**src/rtl/ksa_wide_add_seq.sv**
```systemverilog
// Multi-cycle WIDTH-bit adder that streams byte slices through one 8-bit Kogge-Stone adder (ksa_1).
// Optional subtract mode is enabled by defining KSA_SUB_EN (adds port op_sub).

module ksa_1 (
  input  logic [7:0] a,
  input  logic [7:0] b,
  input  logic       cin,
  output logic [7:0] sum,
  output logic       cout
);
  logic [7:0] w_g0, w_p0, w_g1, w_p1, w_g2, w_p2, w_g3, w_p3;
  logic [8:0] w_c;

  // Bit-parallel prefix levels at distances 1, 2, 4; lanes below the distance keep their group terms.
  always_comb begin
    w_g0 = a & b;
    w_p0 = a ^ b;
    w_g1 = w_g0 | (w_p0 & (w_g0 << 1));
    w_p1 = w_p0 & ((w_p0 << 1) | 8'h01);
    w_g2 = w_g1 | (w_p1 & (w_g1 << 2));
    w_p2 = w_p1 & ((w_p1 << 2) | 8'h03);
    w_g3 = w_g2 | (w_p2 & (w_g2 << 4));
    w_p3 = w_p2 & ((w_p2 << 4) | 8'h0F);
    w_c  = {w_g3 | (w_p3 & {8{cin}}), cin};
    sum  = w_p0 ^ w_c[7:0];
    cout = w_c[8];
  end
endmodule

module ksa_wide_add_seq #(
  parameter int WIDTH = 32
) (
  input  logic             clk,
  input  logic             rst,
  input  logic             in_valid,
  output logic             in_ready,
  input  logic [WIDTH-1:0] a,
  input  logic [WIDTH-1:0] b,
  input  logic             cin,
`ifdef KSA_SUB_EN
  input  logic             op_sub,
`endif
  output logic             out_valid,
  input  logic             out_ready,
  output logic [WIDTH-1:0] sum,
  output logic             cout
);
  localparam int SLICES = WIDTH / 8;
  localparam int CW     = (SLICES > 1) ? $clog2(SLICES) : 1;

  typedef enum logic [1:0] {S_IDLE = 2'd0, S_RUN = 2'd1, S_DONE = 2'd2} state_t;

  state_t           r_state, w_next_state;
  logic [WIDTH-1:0] r_a_sh, r_b_sh, r_acc, r_sum, w_acc_next;
  logic [CW-1:0]    r_count;
  logic             r_carry, r_cout, w_last, w_ksa_cout;
  logic [7:0]       w_b_slice, w_ksa_sum;
`ifdef KSA_SUB_EN
  logic             r_sub;
  assign w_b_slice = r_sub ? ~r_b_sh[7:0] : r_b_sh[7:0];
`else
  assign w_b_slice = r_b_sh[7:0];
`endif

  assign in_ready  = (r_state == S_IDLE);
  assign out_valid = (r_state == S_DONE);
  assign sum       = r_sum;
  assign cout      = r_cout;
  assign w_last    = (r_count == CW'(SLICES - 1));

  ksa_1 u_ksa_1 (
    .a    (r_a_sh[7:0]),
    .b    (w_b_slice),
    .cin  (r_carry),
    .sum  (w_ksa_sum),
    .cout (w_ksa_cout)
  );

  // State register
  always_ff @(posedge clk) begin
    if (rst) begin
      r_state <= S_IDLE;
    end else begin
      r_state <= w_next_state;
    end
  end

  // Next-state logic
  always_comb begin
    w_next_state = r_state;
    case (r_state)
      S_IDLE: begin
        if (in_valid) w_next_state = S_RUN;
        else          w_next_state = S_IDLE;
      end
      S_RUN: begin
        if (w_last) w_next_state = S_DONE;
        else        w_next_state = S_RUN;
      end
      S_DONE: begin
        if (out_ready) w_next_state = S_IDLE;
        else           w_next_state = S_DONE;
      end
      default: w_next_state = S_IDLE;
    endcase
  end

  // Merge the current slice result into the partial sum at position r_count
  always_comb begin
    w_acc_next = r_acc;
    for (int i = 0; i < SLICES; i++) begin
      if (r_count == CW'(i)) w_acc_next[i*8 +: 8] = w_ksa_sum;
      else                   w_acc_next[i*8 +: 8] = r_acc[i*8 +: 8];
    end
  end

  // Operand capture, per-slice pass, and result publication on the final pass only
  always_ff @(posedge clk) begin
    if (rst) begin
      r_a_sh  <= '0;
      r_b_sh  <= '0;
      r_acc   <= '0;
      r_sum   <= '0;
      r_cout  <= 1'b0;
      r_carry <= 1'b0;
      r_count <= '0;
`ifdef KSA_SUB_EN
      r_sub   <= 1'b0;
`endif
    end else if (r_state == S_IDLE && in_valid) begin
      r_a_sh  <= a;
      r_b_sh  <= b;
      r_count <= '0;
`ifdef KSA_SUB_EN
      r_sub   <= op_sub;
      r_carry <= op_sub ? 1'b1 : cin;
`else
      r_carry <= cin;
`endif
    end else if (r_state == S_RUN) begin
      r_acc   <= w_acc_next;
      r_carry <= w_ksa_cout;
      r_a_sh  <= r_a_sh >> 8;
      r_b_sh  <= r_b_sh >> 8;
      r_count <= r_count + CW'(1);
      if (w_last) begin
        r_sum  <= w_acc_next;
        r_cout <= w_ksa_cout;
      end else begin
        r_sum  <= r_sum;
        r_cout <= r_cout;
      end
    end else begin
      r_acc <= r_acc;
    end
  end
endmodule
```
**config.mk**
```make
export PLATFORM = sky130hd
export DESIGN_NAME = ksa_wide_add_seq
export DESIGN_NICKNAME = d
export VERILOG_FILES = /design/src/rtl/ksa_wide_add_seq.sv
export SDC_FILE = /design/constraint.sdc
export NUM_CORES = 1
export LEC_CHECK = 0
export CORE_MARGIN = 5
export CORE_UTILIZATION = 51
export DETAILED_ROUTE_END_ITERATION = 16
export PLACE_DENSITY_LB_ADDON = 0.05
export SLEW_MARGIN = 30
export SYNTH_ARGS = -nofsm -noshare
export SYNTH_HDL_FRONTEND = slang
export SYNTH_SLANG_ARGS = --single-unit
```
**constraint.sdc**
```tcl
create_clock -name clk -period 2.7 [get_ports clk]
set_input_delay 0.54 -clock clk [delete_from_list [all_inputs] [get_ports clk]]
set_output_delay 0.54 -clock clk [all_outputs]
set_load 0.005 [all_outputs]
```
== Word-level counts from Yosys, hierarchy flattened ==
Cells that the tools add are included.
Cells by class
  add/sub/neg operators: 1
  equality and inequality tests: 5
  mux-type cells: 14
  bitwise operators: 15
  reductions and logical operators: 7
Operators by type and width (number)
  $mux W32: 4
  $and A8 B8 Y8: 8
  $mux W8: 4
  $or A8 B8 Y8: 4
  $xor A8 B8 Y8: 2
  $eq A2 B2 Y1 const B: 3
  $pmux W2 S3: 1
  $eq A2 B1 Y1 const B: 2
  $logic_not A2 Y1: 2
  $mux W2: 2
  $mux W1: 3
  $reduce_and A3 Y1: 1
  $add A2 B1 Y2 const B: 1
  $reduce_and A2 Y1: 1
  $reduce_bool A2 Y1: 1
  $reduce_or A2 Y1: 1
  $logic_and A1 B1 Y1: 1
  $not A1 Y1: 1
Storage, ports and cells
  bits in registers: 134
  bits of input ports: 69
  output and inout port bits: 35
  word-level logic and storage cells: 50

== Depth between registers and ports, before layout ==
  depth in word-level cells: 10
  depth in mapped cells: 8

== Cells and area by module ==
From an unflattened synthesis, not the netlist that was laid out.
Unflattened totals
  cell total of the unflattened synthesis: 692
  area total of the unflattened synthesis: 5930.7 um^2
Modules (own cells, without submodules)
  ksa_wide_add_seq: instances 1, cells each 652, area an instance 5610.4 um^2, sequential area each 2682.6 um^2
  ksa_1: instances 1, cells each 40, area an instance 320.3 um^2, sequential area each 0.0 um^2

== Worst setup path before layout ==
Ideal clock, no wire load.
  path kind: reg2reg
  from: register r_a_sh[0]
  to: register r_sum[14], in the netlist sum[14]
  library setup time: 0.132 ns
  data arrival time: 1.877 ns
  slack: 0.691 ns
  cell stages (with the launch flop): 8
  path buffers: 1
  path through: dfxtp_1 ha_1 a211o_1 and4_4 or3_1 clkbuf_1 a31oi_1 nor3_1
On the way
  cells in the longest elaborated chain, start to end: 9
RTL lines
  start: declaration: RTL line 54  | logic [WIDTH-1:0] r_a_sh, r_b_sh, r_acc, r_sum, w_acc_next;
  start signal: assignment: RTL line 143  | r_a_sh <= r_a_sh >> 8;
  $and A8 B8 Y8 / $xor A8 B8 Y8 (equally long branches): RTL line 16, 17
  $and A8 B8 Y8, on equally long branches: RTL line 18, 19
  $or A8 B8 Y8 / $and A8 B8 Y8 (equally long branches): RTL line 18, 20
  $or A8 B8 Y8: RTL line 20  | w_g2 = w_g1 | (w_p1 & (w_g1 << 2));
  $and A8 B8 Y8: RTL line 22  | w_g3 = w_g2 | (w_p2 & (w_g2 << 4));
  $or A8 B8 Y8: RTL line 22
  $or A8 B8 Y8 *: RTL line 24  | w_c = {w_g3 | (w_p3 & {8{cin}}), cin};
  $xor A8 B8 Y8 *: RTL line 25  | sum = w_p0 ^ w_c[7:0];
  $mux W8 *: RTL line 112  | if (r_count == CW'(i)) w_acc_next[i*8 +: 8] = w_ksa_sum;
  end signal: assignment: RTL line 147  | r_sum <= w_acc_next;
  end signal: assignment: RTL line 150  | r_sum <= r_sum;
  end: declaration: RTL line 54
Mark *: on every way between the ends. The rest lies on a longest branch, timed or not.
A chain may end at the register's enable or synchronous reset.

== Final worst setup path ==
  from: register r_a_sh[0]
  to: register r_sum[19], in the netlist sum[19]
On the way
  cells in the longest elaborated chain, start to end: 9
RTL lines
  $xor A8 B8 Y8: RTL line 17  | w_p0 = a ^ b;
  $and A8 B8 Y8: RTL line 18  | w_g1 = w_g0 | (w_p0 & (w_g0 << 1));
  $or A8 B8 Y8: RTL line 18
  $and A8 B8 Y8: RTL line 20
  $or A8 B8 Y8: RTL line 20
  $or A8 B8 Y8: RTL line 22
  $or A8 B8 Y8 *: RTL line 24
  $xor A8 B8 Y8 *: RTL line 25
  $mux W8 *: RTL line 112
Marks and branches as above.

==> key figures <==
Synthesis
  – Mapped Avg Cell Area: 8.37 um^2
  – Largest cells by area after synthesis: dfxtp_1 47%, a21oi_1 9.3%, nand2_1 8.7%
  – Most common cell in the netlist: dfxtp_1
  – Number of enable flip-flop cells after synthesis: 0
  – Flops & latches, synth: roughly 130
  – Post-synthesis async set-or-reset flop share: 0
  – Net Count, Synth: between 700 and 800
  – Sequential area share after synthesis: 0.473
  – Syn. warnings: 0
  – Synth Cell Area: 5330 um^2
  – Synth Flop Type: dfxtp_1
  – Synth cell count leaders: 126 x dfxtp_1, 123 x nand2_1, 99 x a21oi_1
  – Yosys top cell area share: 0.473
  – Synth area leader: dfxtp_1
  – Synth Instances: roughly 640
  – Synth unique cells: 44

Timing
  – Final Slew Violations: 0
  – Worst Max-Slew Pin Slew: approximately 730 ps
  – RSZ-0062 raised after global routing: no
  – Setup violations, final: 0
  – Clock Skews: 9.97 ps
  – Worst slew margin: 0.513
  – Fin crit period: 2390 ps
  – FMAX: ~420 MHz
  – Final Hold Fails: 0
  – Setup TNS: 0 ps
  – Crit share post-route: 0.884

Floorplanning
  – Core footprint: around 10000 um^2
  – Initial Utilization: 0.519
  – Die boundary width: 112 um
  – Row count: 37
  – Full die area: around 13000 um^2
  – I/O pin cnt: roughly 100
  – Die H: between 100 and 150 um

GRT
  – Largest net degree at the start of global routing: 69
  – Vias in the first global route: about 4.7k
  – Initial antenna violation count: 0
  – First-pass GRT wire length: 22.8 mm
  – Total grt overflow: 0
  – Total GRT Usage: 0.219

Critical path
  – Buffers and inverters on the worst path: 0
  – Crit Path Max Fanout: 7
  – CP Data Required Time: about 3100 ps
  – R2R Setup Slk: 310 ps
  – Critical path arrival: 2820 ps
  – Worst path cell trace: ha_1, a211o_1, a21o_1, xor2_1, mux2i_1, a211oi_1
  – CP endpoint kind: flop
  – Critical path class: flop to flop
  – Startpoint Class: flop
  – Crit-path leading delay family: compound AO/OA/AOI/OAI gates
  – Slowest CP cell: xor2_1
  – Worst stage delay on the critical path: about 560 ps

Final layout
  – Final nets: approximately 800
  – Ant. Diodes: 0
  – Filler instances: 889
  – Share of cells above drive strength 1: 0.0727
  – Area delta synth->final: 31.4%
  – Post-route insts no fill: roughly 870

CTS
  – Clock Path Buffers: 2
  – CTS clk-pin slew, worst paths: 60 ps
  – # H-tree levels: 4
  – Worst-skew pair later-pin latency: around 500 ps
  – # hold bufs at CTS: 0
  – Clk sink count: 126
  – Total CTS buffers: 17
  – Root Driver: clkbuf_8
  – Setup bufs post-CTS: 0
  – CTS tree: done
  – Cts repair resizes: 0

Power and ir drop
  – Total power: 0.00465 W
  – VDD IR max: around 0.4 mV
  – PD cells: between 600 and 700 nW/um^2
  – Leak: 2.49 nW

Place
  – Post-DP HPWL: 9.30 mm
  – Buffers on Ports: roughly 100
  – Post-Place Cells: about 830
  – Placer Congestion: just under 0.9

Route
  – TritonRoute pass-1 iters: 8
  – Vias: around 4.9k
  – Iteration-0 DRC Markers: about 300
  – DRC: 0
  – Via density: about 5.6
  – Final ANT Viol Nets: 0
  – Wire per inst: ~16 um
  – DRT Wirelength: between 10 and 15 mm

Job
  – Maxcap violations: 0

Min path
  – HP Class: flop to flop

Status
  – Status: completed
[final cells by class]
cell class | instances | area [um^2] | share of cell area
Multi-Input combinational cell | 449 | 2570 | 0.368
Sequential cell | 126 | 2520 | 0.360
Timing Repair Buffer | 113 | 1150 | 0.165
Clock buffer | 18 | 418 | 0.0597
Tap cell | 136 | 170 | 0.0243
Clock inverter | 14 | 131 | 0.0188
Inverter | 9 | 33.8 | 0.00482
[layer usage]
metal	vias to the layer above	routed length [um]	GRT usage
li1	2430	-	-
met1	2257	5840	0.270
met2	142	6830	0.379
met3	23	720	0.0577
met4	0	206	0.0593
met5	-	0	0
[per-stage QoR]
stage / instance area [um^2] / hold slack [ps] / worst slack [ps] / utilization
detailed placement: 6450 / 446 / 336 / 0.628
global placement: 6450 / 441 / 358 / 0.628
CTS: 7000 / 454 / 320 / 0.682
floorplan: 5330 / 436 / 691 / -
finish: 7000 / 452 / 313 / 0.682
global route: 7000 / 470 / 165 / 0.682
[sequential cells by signal (all words and copies together) (netlist names)]
signal / count
r_b_sh: 32
r_a_sh: 32
r_count: 2
r_acc: 24
r_carry: 1
cout: 1
sum: 32
r_state: 2
[tightest hold or removal path, delay by kind of cell, from the launching register on]
family | cells | cell delay [ps]
compound gates | 1 | 50
simple gates | 1 | 50
flops | 1 | 310
[worst paths after layout]
check / startpoint / end / depth (start not counted)
hold reg to reg: r_acc[2] / r_acc[2] / 2
hold / removal: r_acc[2] / r_acc[2] / 2
setup reg to reg: r_a_sh[0] / sum[19] / 6
setup / recovery: r_a_sh[0] / sum[19] / 6
[layout by cell type (no fill, tap or decap), drive strengths merged, types with 2 or more instances in the layout]
| cell type | count |
|---|---|
| a211o | 3 |
| a211oi | 17 |
| a21o | 3 |
| a21oi | 99 |
| a22oi | 50 |
| a311oi | 3 |
| a31oi | 6 |
| and2 | 6 |
| and3 | 2 |
| buf | 11 |
| clkbuf | 18 |
| clkdlybuf4s50 | 102 |
| clkinv | 3 |
| clkinvlp | 4 |
| dfxtp | 126 |
| ha | 12 |
| inv | 15 |
| mux2i | 12 |
| nand2 | 123 |
| nand2b | 4 |
| nand3 | 25 |
| nand3b | 5 |
| nor2 | 29 |
| nor3 | 8 |
| o211ai | 4 |
| o21a | 3 |
| o21ai | 14 |
| o41ai | 3 |
| or3 | 4 |
| xnor2 | 2 |
[power by group]
| group | internal, W | switching, W | total [W] |
|---|---|---|---|
| sequential | 0.00194 | 0.0000467 | 0.00198 |
| clock | 0.00123 | 0.000861 | 0.00209 |
| combinational | 0.000248 | 0.000319 | 0.000567 |
[kinds of logic (layout without fill, tap and decap cells)]
| family | after synthesis | count (layout) | share of synthesized area |
|---|---|---|---|
| DFF | 126 | 126 | 0.473 |
| and+or+nand+nor | 211 | 211 | 0.174 |
| muxes | 13 | 13 | 0.0254 |
| xor gates and xnor gates | 3 | 3 | 0.00493 |
| adders and majority gates | 13 | 13 | 0.0319 |
| AOI/OAI and AO/OA | 209 | 209 | 0.245 |
| buffers and inverters | 62 | 154 | 0.0453 |
(Power assumes the default switching activity.)
